**src/rtl/awgn_pkg.sv**
```systemverilog
// Shared definitions for the AWGN seed-loading path: LCG constants,
// Tausworthe seed floor, loader states and the seed-fixing helper.
package awgn_pkg;

  localparam int SEED_W    = 32;
  localparam int NUM_SEEDS = 6;

  // L'Ecuyer multiplier used to spread one master seed into six.
  localparam logic [SEED_W-1:0] LCG_MULT = 32'd69069;

  // Any seed below this floor is lifted so every Tausworthe component
  // (which needs s > 1, s > 7 and s > 15 respectively) gets a legal value.
  localparam logic [SEED_W-1:0] TAUS_SEED_MIN = 32'd16;

  typedef logic [SEED_W-1:0] seed_t;

  typedef enum logic [2:0] {
    IDLE,
    EXPAND,
    LOAD,
    WARM,
    RUN
  } loader_state_t;

  // Lift a too-small seed above the Tausworthe minimum; larger values pass.
  function automatic seed_t taus_fix(input seed_t v);
    return (v < TAUS_SEED_MIN) ? (v + TAUS_SEED_MIN) : v;
  endfunction

endpackage

```
**src/rtl/awgn_lcg_step.sv**
```systemverilog
// One combinational step of the L'Ecuyer LCG, x' = 69069 * x mod 2^32,
// together with the Tausworthe-safe version of that product.
module awgn_lcg_step
  import awgn_pkg::*;
(
  input  logic [SEED_W-1:0] x,
  output logic [SEED_W-1:0] next,
  output logic [SEED_W-1:0] fixed
);

  // A 32x32 product assigned to 32 bits keeps only the low word, which is
  // exactly the mod 2^32 wrap the generator relies on.
  always_comb begin
    next  = x * LCG_MULT;
    fixed = taus_fix(next);
  end

endmodule

```
**src/rtl/awgn_seed_loader.sv**
```systemverilog
// Seed loader for the dual-Tausworthe URNG pair: takes one master seed,
// expands it into six component seeds, holds the URNGs in reset while the
// seeds settle, discards a warm-up interval and then flags the outputs valid.
module awgn_seed_loader
  import awgn_pkg::*;
#(
  parameter logic [SEED_W-1:0] DEFAULT_SEED = 32'h1234_5678,
  parameter bit                AUTO_SEED    = 1'b1,
  parameter int                WARMUP       = 16
) (
  input  logic              clk,
  input  logic              reset,
  input  logic [SEED_W-1:0] seed_in,
  input  logic              seed_valid,
  output logic              seed_ready,
  output logic [SEED_W-1:0] s0,
  output logic [SEED_W-1:0] s1,
  output logic [SEED_W-1:0] s2,
  output logic [SEED_W-1:0] s3,
  output logic [SEED_W-1:0] s4,
  output logic [SEED_W-1:0] s5,
  output logic              taus_rst,
  output logic              urng_valid,
  output logic              busy
);

  localparam logic [7:0] WARM_LAST = 8'(WARMUP - 1);
  localparam logic [2:0] IDX_LAST  = 3'(NUM_SEEDS - 1);

  loader_state_t state;
  loader_state_t next_state;

  logic [NUM_SEEDS-1:0][SEED_W-1:0] seed_q;
  seed_t      x;
  seed_t      x0;
  seed_t      lcg_next;
  seed_t      lcg_fixed;
  logic [2:0] idx;
  logic [7:0] warm_cnt;
  logic       auto_pending;
  logic       accept;

  logic taus_rst_d;
  logic urng_valid_d;
  logic busy_d;
  logic seed_ready_d;

  // Single LCG stage, stepped once per EXPAND cycle with x fed back.
  awgn_lcg_step u_lcg (
    .x     (x),
    .next  (lcg_next),
    .fixed (lcg_fixed)
  );

  // Accept logic: the self-seed after reset takes priority over any
  // handshake in that same cycle, and a zero master seed means the default.
  always_comb begin
    accept = auto_pending | (seed_valid & seed_ready);
    x0     = seed_in;
    if (auto_pending || (seed_in == '0)) begin
      x0 = DEFAULT_SEED;
    end
  end

  // State register; reset always lands in IDLE.
  always_ff @(posedge clk) begin
    if (reset) begin
      state <= IDLE;
    end else begin
      state <= next_state;
    end
  end

  // Next-state logic plus the values the registered outputs take next.
  // taus_rst only drops once WARM has been occupied for a full cycle, so the
  // URNGs see one extra cycle of stable seeds under reset after LOAD.
  // urng_valid likewise trails RUN entry by one cycle but clears at once on
  // a reseed because next_state leaves RUN.
  always_comb begin
    next_state = state;
    case (state)
      IDLE:    if (accept) next_state = EXPAND;
      EXPAND:  if (idx == IDX_LAST) next_state = LOAD;
      LOAD:    next_state = WARM;
      WARM:    if (warm_cnt == WARM_LAST) next_state = RUN;
      RUN:     if (accept) next_state = EXPAND;
      default: next_state = IDLE;
    endcase

    taus_rst_d   = !((state == WARM) || (next_state == RUN));
    urng_valid_d = (state == RUN) && (next_state == RUN);
    busy_d       = (next_state == EXPAND) || (next_state == LOAD) ||
                   (next_state == WARM);
    seed_ready_d = (next_state == IDLE) || (next_state == RUN);
  end

  // The self-seed request lives for exactly the first cycle after reset.
  always_ff @(posedge clk) begin
    if (reset) begin
      auto_pending <= AUTO_SEED;
    end else begin
      auto_pending <= 1'b0;
    end
  end

  // Expansion datapath and warm-up counter. A reset mid-expansion throws
  // away any partially written seeds; a reseed from RUN overwrites the old
  // seeds one per cycle, so untouched entries keep their previous value.
  always_ff @(posedge clk) begin
    if (reset) begin
      x        <= '0;
      idx      <= '0;
      warm_cnt <= '0;
      seed_q   <= '0;
    end else begin
      case (state)
        IDLE, RUN: begin
          if (accept) begin
            x   <= x0;
            idx <= '0;
          end
        end
        EXPAND: begin
          x           <= lcg_next;
          seed_q[idx] <= lcg_fixed;
          idx         <= idx + 3'd1;
        end
        LOAD: begin
          warm_cnt <= '0;
        end
        WARM: begin
          warm_cnt <= warm_cnt + 8'd1;
        end
        default: begin
          idx <= '0;
        end
      endcase
    end
  end

  // Registered control outputs.
  always_ff @(posedge clk) begin
    if (reset) begin
      taus_rst   <= 1'b1;
      urng_valid <= 1'b0;
      busy       <= 1'b0;
      seed_ready <= 1'b1;
    end else begin
      taus_rst   <= taus_rst_d;
      urng_valid <= urng_valid_d;
      busy       <= busy_d;
      seed_ready <= seed_ready_d;
    end
  end

  assign s0 = seed_q[0];
  assign s1 = seed_q[1];
  assign s2 = seed_q[2];
  assign s3 = seed_q[3];
  assign s4 = seed_q[4];
  assign s5 = seed_q[5];

endmodule

```
**config.mk**
```make
export PLATFORM = sky130hd
export DESIGN_NAME = awgn_seed_loader
export DESIGN_NICKNAME = d
export VERILOG_FILES = /design/src/rtl/awgn_pkg.sv /design/src/rtl/awgn_lcg_step.sv /design/src/rtl/awgn_seed_loader.sv
export SDC_FILE = /design/constraint.sdc
export NUM_CORES = 1
export LEC_CHECK = 0
export BUFFER_PORTS_ARGS = -buffer_cell sky130_fd_sc_hd__clkbuf_2
export CAP_MARGIN = 20
export CORE_MARGIN = 4
export CORE_UTILIZATION = 30
export CTS_CLUSTER_DIAMETER = 100
export DETAILED_ROUTE_END_ITERATION = 7
export GPL_ROUTABILITY_DRIVEN = 0
export GPL_TIMING_DRIVEN = 1
export PLACE_DENSITY_LB_ADDON = 0.25
export SLEW_MARGIN = 20
export SYNTH_ARGS = -nofsm -noshare
export SYNTH_HDL_FRONTEND = slang
export SYNTH_SLANG_ARGS = --single-unit
```
**constraint.sdc**
```tcl
create_clock -name clk -period 13 [get_ports clk]
set_input_delay 0.65 -clock clk [delete_from_list [all_inputs] [get_ports clk]]
set_output_delay 0.65 -clock clk [all_outputs]
set_load 0.02 [all_outputs]
```
Word level (Yosys, flattened, before mapping)
Index checks and enable logic that the tools add are counted.
- $add $sub $neg: 3
- multiply operators: 1
- order comparisons: 3
- equality and inequality tests: 11
- muxes and demuxes: 15
- bitwise operators: 3
- reduce and logical (&&, ||, !) cells: 17
- operators by type and width (kind ; number):
    192-bit bitwise mux ; 1
    32-bit two-way mux ; 4
    32-bit demux with 3-bit select ; 1
    32-bit one-hot mux with 2 select lines ; 1
    32-bit by 5-bit adder with 32-bit output, second input constant ; 1
    32-bit zero test ; 1
    32-bit by 5-bit < comparator with 1-bit output, second input constant ; 1
    32-bit by 17-bit multiplier with 32-bit output, second input constant ; 1
    8-bit one-hot mux with 2 select lines ; 1
    3-bit by 2-bit equality test with 1-bit output, second input constant ; 4
    3-bit two-way mux ; 4
    3-bit one-hot mux with 4 select lines ; 1
    3-bit equality test, second input constant ; 3
    3-bit one-hot mux with 3 select lines ; 1
    8-bit by 1-bit adder with 8-bit output, second input constant ; 1
    8-bit by 4-bit equality test with 1-bit output, second input constant ; 1
    3-bit by 1-bit equality test with 1-bit output, second input constant ; 2
    3-bit zero test ; 2
    1-bit logical OR ; 5
    3-bit by 4-bit < comparator with 1-bit output, second input constant ; 1
    2-bit AND reduction ; 2
    2-bit nonzero test ; 2
    2-bit OR reduction ; 2
    3-bit by 1-bit adder with 3-bit output, second input constant ; 1
    8 further kinds ; 9
- register bits: 243
- input port bits: 35
- output and inout port bits: 196

Longest topological paths before layout
- depth in word-level cells: 7
- mapped depth: 25

Modules after synthesis
From an unflattened synthesis, not the netlist that was laid out.
- cells, all modules: 1946
- area, all modules: 16702.3 um^2
- by module, submodules not included (module ; times used ; cells each ; area an instance (um^2)):
    awgn_seed_loader ; 1 ; 1078 ; 8787.2
    awgn_lcg_step ; 1 ; 868 ; 7915.1

Least setup slack after synthesis
OpenSTA, ideal clock, no wires.
- path type: reg-to-reg
- start point: reg x[12]
- end point: reg seed_q (netlist bit s3[5])
- setup time: 0.091 ns
- arrival time: 6.213 ns
- required time: 12.909 ns
- setup slack: 6.696 ns
- stages on the path, launching flop included: 24
- path buffers: 2
- clock period less this slack: 6.304 ns
- cells stage by stage: dfxtp_1 > ha_1 > fa_1 > inv_1 > fa_1 > inv_1 > fa_1 > fa_1 > inv_1 > fa_1 > inv_1 > ha_1 > and2_4 > buf_6 > and3_4 > a211o_1 > or4_1 > and4_4 > buf_6 > nor3_2 > and4b_1 > and4_4 > nand4_4 > a311oi_1
- word-level cells in the longest chain between the ends: 4
- RTL lines (what ; line ; RTL):
    start: declaration ; awgn_seed_loader.sv:34 ; seed_t x;
    start signal: assignment ; awgn_seed_loader.sv:124 ; x <= lcg_next;
    32-bit by 17-bit multiplier with 32-bit output ; awgn_lcg_step.sv:14 ; next = x * LCG_MULT;
    32-bit by 5-bit < comparator with 1-bit output ; awgn_pkg.sv:27 ; return (v < TAUS_SEED_MIN) ? (v + TAUS_SEED_MIN) : v;
    32-bit two-way mux ; awgn_pkg.sv:27 ;
    192-bit bitwise mux ; awgn_seed_loader.sv:125 ; seed_q[idx] <= lcg_fixed;
    end signal: indexed assignment ; awgn_seed_loader.sv:125 ;
    end: declaration ; awgn_seed_loader.sv:33 ; logic [NUM_SEEDS-1:0][SEED_W-1:0] seed_q;
Every way passes these cells.
A chain may end at the register's enable or synchronous reset.

Worst setup path in the final report
- start point: reg x[11]
- end point: reg seed_q (netlist bit s5[6])
Same word-level chain as after synthesis.

==> summary.txt <==
status - finished, final reports clean
drt via density - 4.95
I/O Pins - 231
final-layout fill cell count - 5593
Reg2Reg Depth - 21
drt drc - 0
crit path time final - 7.86 ns
layout net count - 2457
clk_skew - 0.00933 ns
Setup WS pre-CTS - 5.22 ns
WL final - 58.4 mm
setup TNS - 0 ns
clk sink count - 243
Worst path max stage delay - 0.81 ns
DRT Pass-1 Iters - 7
min-delay worst type - in2reg
gr usage total - 0.193
post-route antenna net violation count - 0
r2r endpoint - s5[6]
Final Hold Fails - 0
Yosys Warn Count - 0
CTS Buffer Depth - 3
Worst-Margin Slew - 1.14 ns
HPWL Detailed - 45.0 mm
post-synthesis sequential area ratio - 0.293
CP Cell Sequence - ha_1 -> fa_1 -> inv_1 -> fa_1 -> inv_1 -> fa_1 -> fa_1 -> inv_1 -> fa_1 -> inv_1 -> ha_1 -> a21oi_1 -> o21ai_0 -> a21oi_1 -> o221ai_1 -> xnor2_1 -> inv_1 -> nor4b_1 -> and4bb_1 -> nand2_4 -> a311oi_1
Clk Latency, worst-skew pair - 0.57 ns
Syn Std Cell Area - 0.0166 mm²
area leader, netlist - dfxtp_1
Clock Pin Slew Worst Setup and Hold Paths - 0.07 ns
area grow syn2layout - 16.9%
DR WL/cell - 20.4 µm
post-synth net total - 2268
reg2reg start - x[11]
cell area after layout - 0.0194 mm²
Placeable Area - 0.0543 mm²
max-slew violations - 0
kind of critical path - reg2reg
grt ovf - 0
die height - 243 µm
Iter 0 DRT Violations - 860
first-pass GRT wire length - 89.5 mm
register area - 0.00486 mm²
Worst Hold Endpoint - x[2]
Max-slew headroom - 0.239
initial antenna violation count - 3
cell count after synthesis - 1916
multi-input logic area - 0.0104 mm²
Post-synth EDFFs - 0
clock root buffer - clkbuf_16
hold depth - 3
Rows - 85
number of global-route vias before repair - 14345
crit path max fanout - 9
CP Capture Type - flip-flop
flops & latches, synth - 243
Final Cycle Share - 0.605
post-synth top area share - 0.293
post-cts sizing count - 0
hold buffers post-CTS - 0
placed cells - 2815
TritonCTS clock tree - built
RSZ-0062 raised after global routing - no
FFs w/ async S/R, synth - 0
synth unique cells - 75
htree depth - 1
number of max-cap violations - 0
die footprint - 0.0592 mm²
Setup violations, final - 0
most common cell after layout, fill and taps aside - inv_1
layout cells sized above 1 - 0.156
Startpoint Class - flip-flop
r2r setup slk - 5.14 ns
most frequent cells in the layout - inv_1, nand2_1, dfxtp_1, clkbuf_2, nor2_1
die width - 243 µm
hold wc startpoint - seed_in[2]
Crit-path slowest cell - xnor2_1
Setup Fix Bufs, Post-CTS - 0
CP Data Arrival Time - 8.34 ns
Max Fclk - 0.127 GHz
vias - 14192
fin cells - 2865
Critical Path RT - 13.48 ns
# diodes - 0
Synth area leaders - dfxtp_1, fa_1, ha_1, inv_1, nand2_1
placed instance area - 0.0185 mm²
cts bufs inserted - 27
Mapped Avg Cell Area - 8.66 µm²
Initial Util - 0.305
Synth Flop Type - dfxtp_1
pin count of the biggest net entering global routing - 121
Port-buffer cells - 230
final setup margin - 5.14 ns
[worst max-delay path, delay by kind of cell (launching register included)]
kind                       cells  cell delay [ns]
buffers and inverters          5             0.56
adders and majority gates      7             3.37
xor gates and xnor gates       1             0.81
AOI/OAI and AO/OA              5             1.28
DFF                            1             0.64
and+or+nand+nor                3             1.08
[worst max-delay path by stage]
| stage | start | slack (ns) | cells past startpoint | end |
|---|---|---|---|---|
| final | x[11] | 5.14 | 21 | s5[6] |
| after global routing | x[11] | 4.79 | 21 | s5[6] |
| after CTS | x[11] | 5.13 | 21 | s5[6] |
| after detailed placement | x[11] | 5.22 | 21 | s3[6] |
| after global placement | x[11] | 5.23 | 21 | s3[6] |
| after floorplan | x[12] | 6.70 | 23 | s3[5] |
[flip-flops by register name, summed over array words and instances (netlist names), 3 cells and up]
register  count
s2           32
idx           3
s0           32
s1           32
s5           32
s4           32
x            32
state         3
s3           32
warm_cnt      8
[synth_stat cells (4+ instances only)]
library cell / instances
a222oi_1: 9
a311oi_1: 13
or3_1: 7
o221ai_1: 4
a31oi_1: 6
nand3_1: 20
fa_1: 142
buf_2: 5
a211oi_1: 48
inv_1: 270
nor2b_1: 7
and3_1: 13
nor3_1: 31
a2111oi_0: 8
mux2i_1: 4
a221oi_1: 5
nand2_1: 262
buf_1: 5
nand4_1: 8
a21oi_1: 180
o211ai_1: 7
ha_1: 175
o21a_1: 5
xor2_1: 18
nor2_1: 193
a21o_1: 10
dfxtp_1: 243
nor4_1: 15
xnor2_1: 28
clkbuf_1: 82
o21ai_0: 20
and4b_1: 4
[kinds of logic after synthesis]
group	Yosys count	share of synthesized area
and+or+nand+nor	587	0.154
AOI/OAI and AO/OA	351	0.136
adders and majority gates	317	0.303
xor gates and xnor gates	47	0.0259
muxes	5	0.00309
DFF	243	0.293
buffers and inverters	366	0.0847
[routing by layer]
metal  share of wire  up-vias  wire [µm]  track usage
li1                -     6721          -            -
met1            0.43     6835      25400        0.254
met2            0.44      514      26000        0.310
met3           0.084      116       4900       0.0509
met4           0.037        6       2160       0.0630
met5         0.00041        -         24            0
[through the flow]
step	utilization	hold slack, ns
2_1_floorplan	-	0.444
3_5_place_dp	0.341	0.446
4_1_cts	0.357	0.322
5_1_grt	0.357	0.336
3_3_place_gp	0.340	0.442
6_report	0.357	0.341
[cell type report]
cell class / count / share of cell area
tap: 739 / 0.0476
inverter: 270 / 0.0522
clock inverter: 14 / 0.00645
sequential: 243 / 0.251
clock buffer: 36 / 0.0396
multi-input combinational: 1307 / 0.534
timing repair buffer: 256 / 0.0699
Power is not shown: default switching activity piles up to over one toggle a cycle in this logic, so the estimate is an artifact.
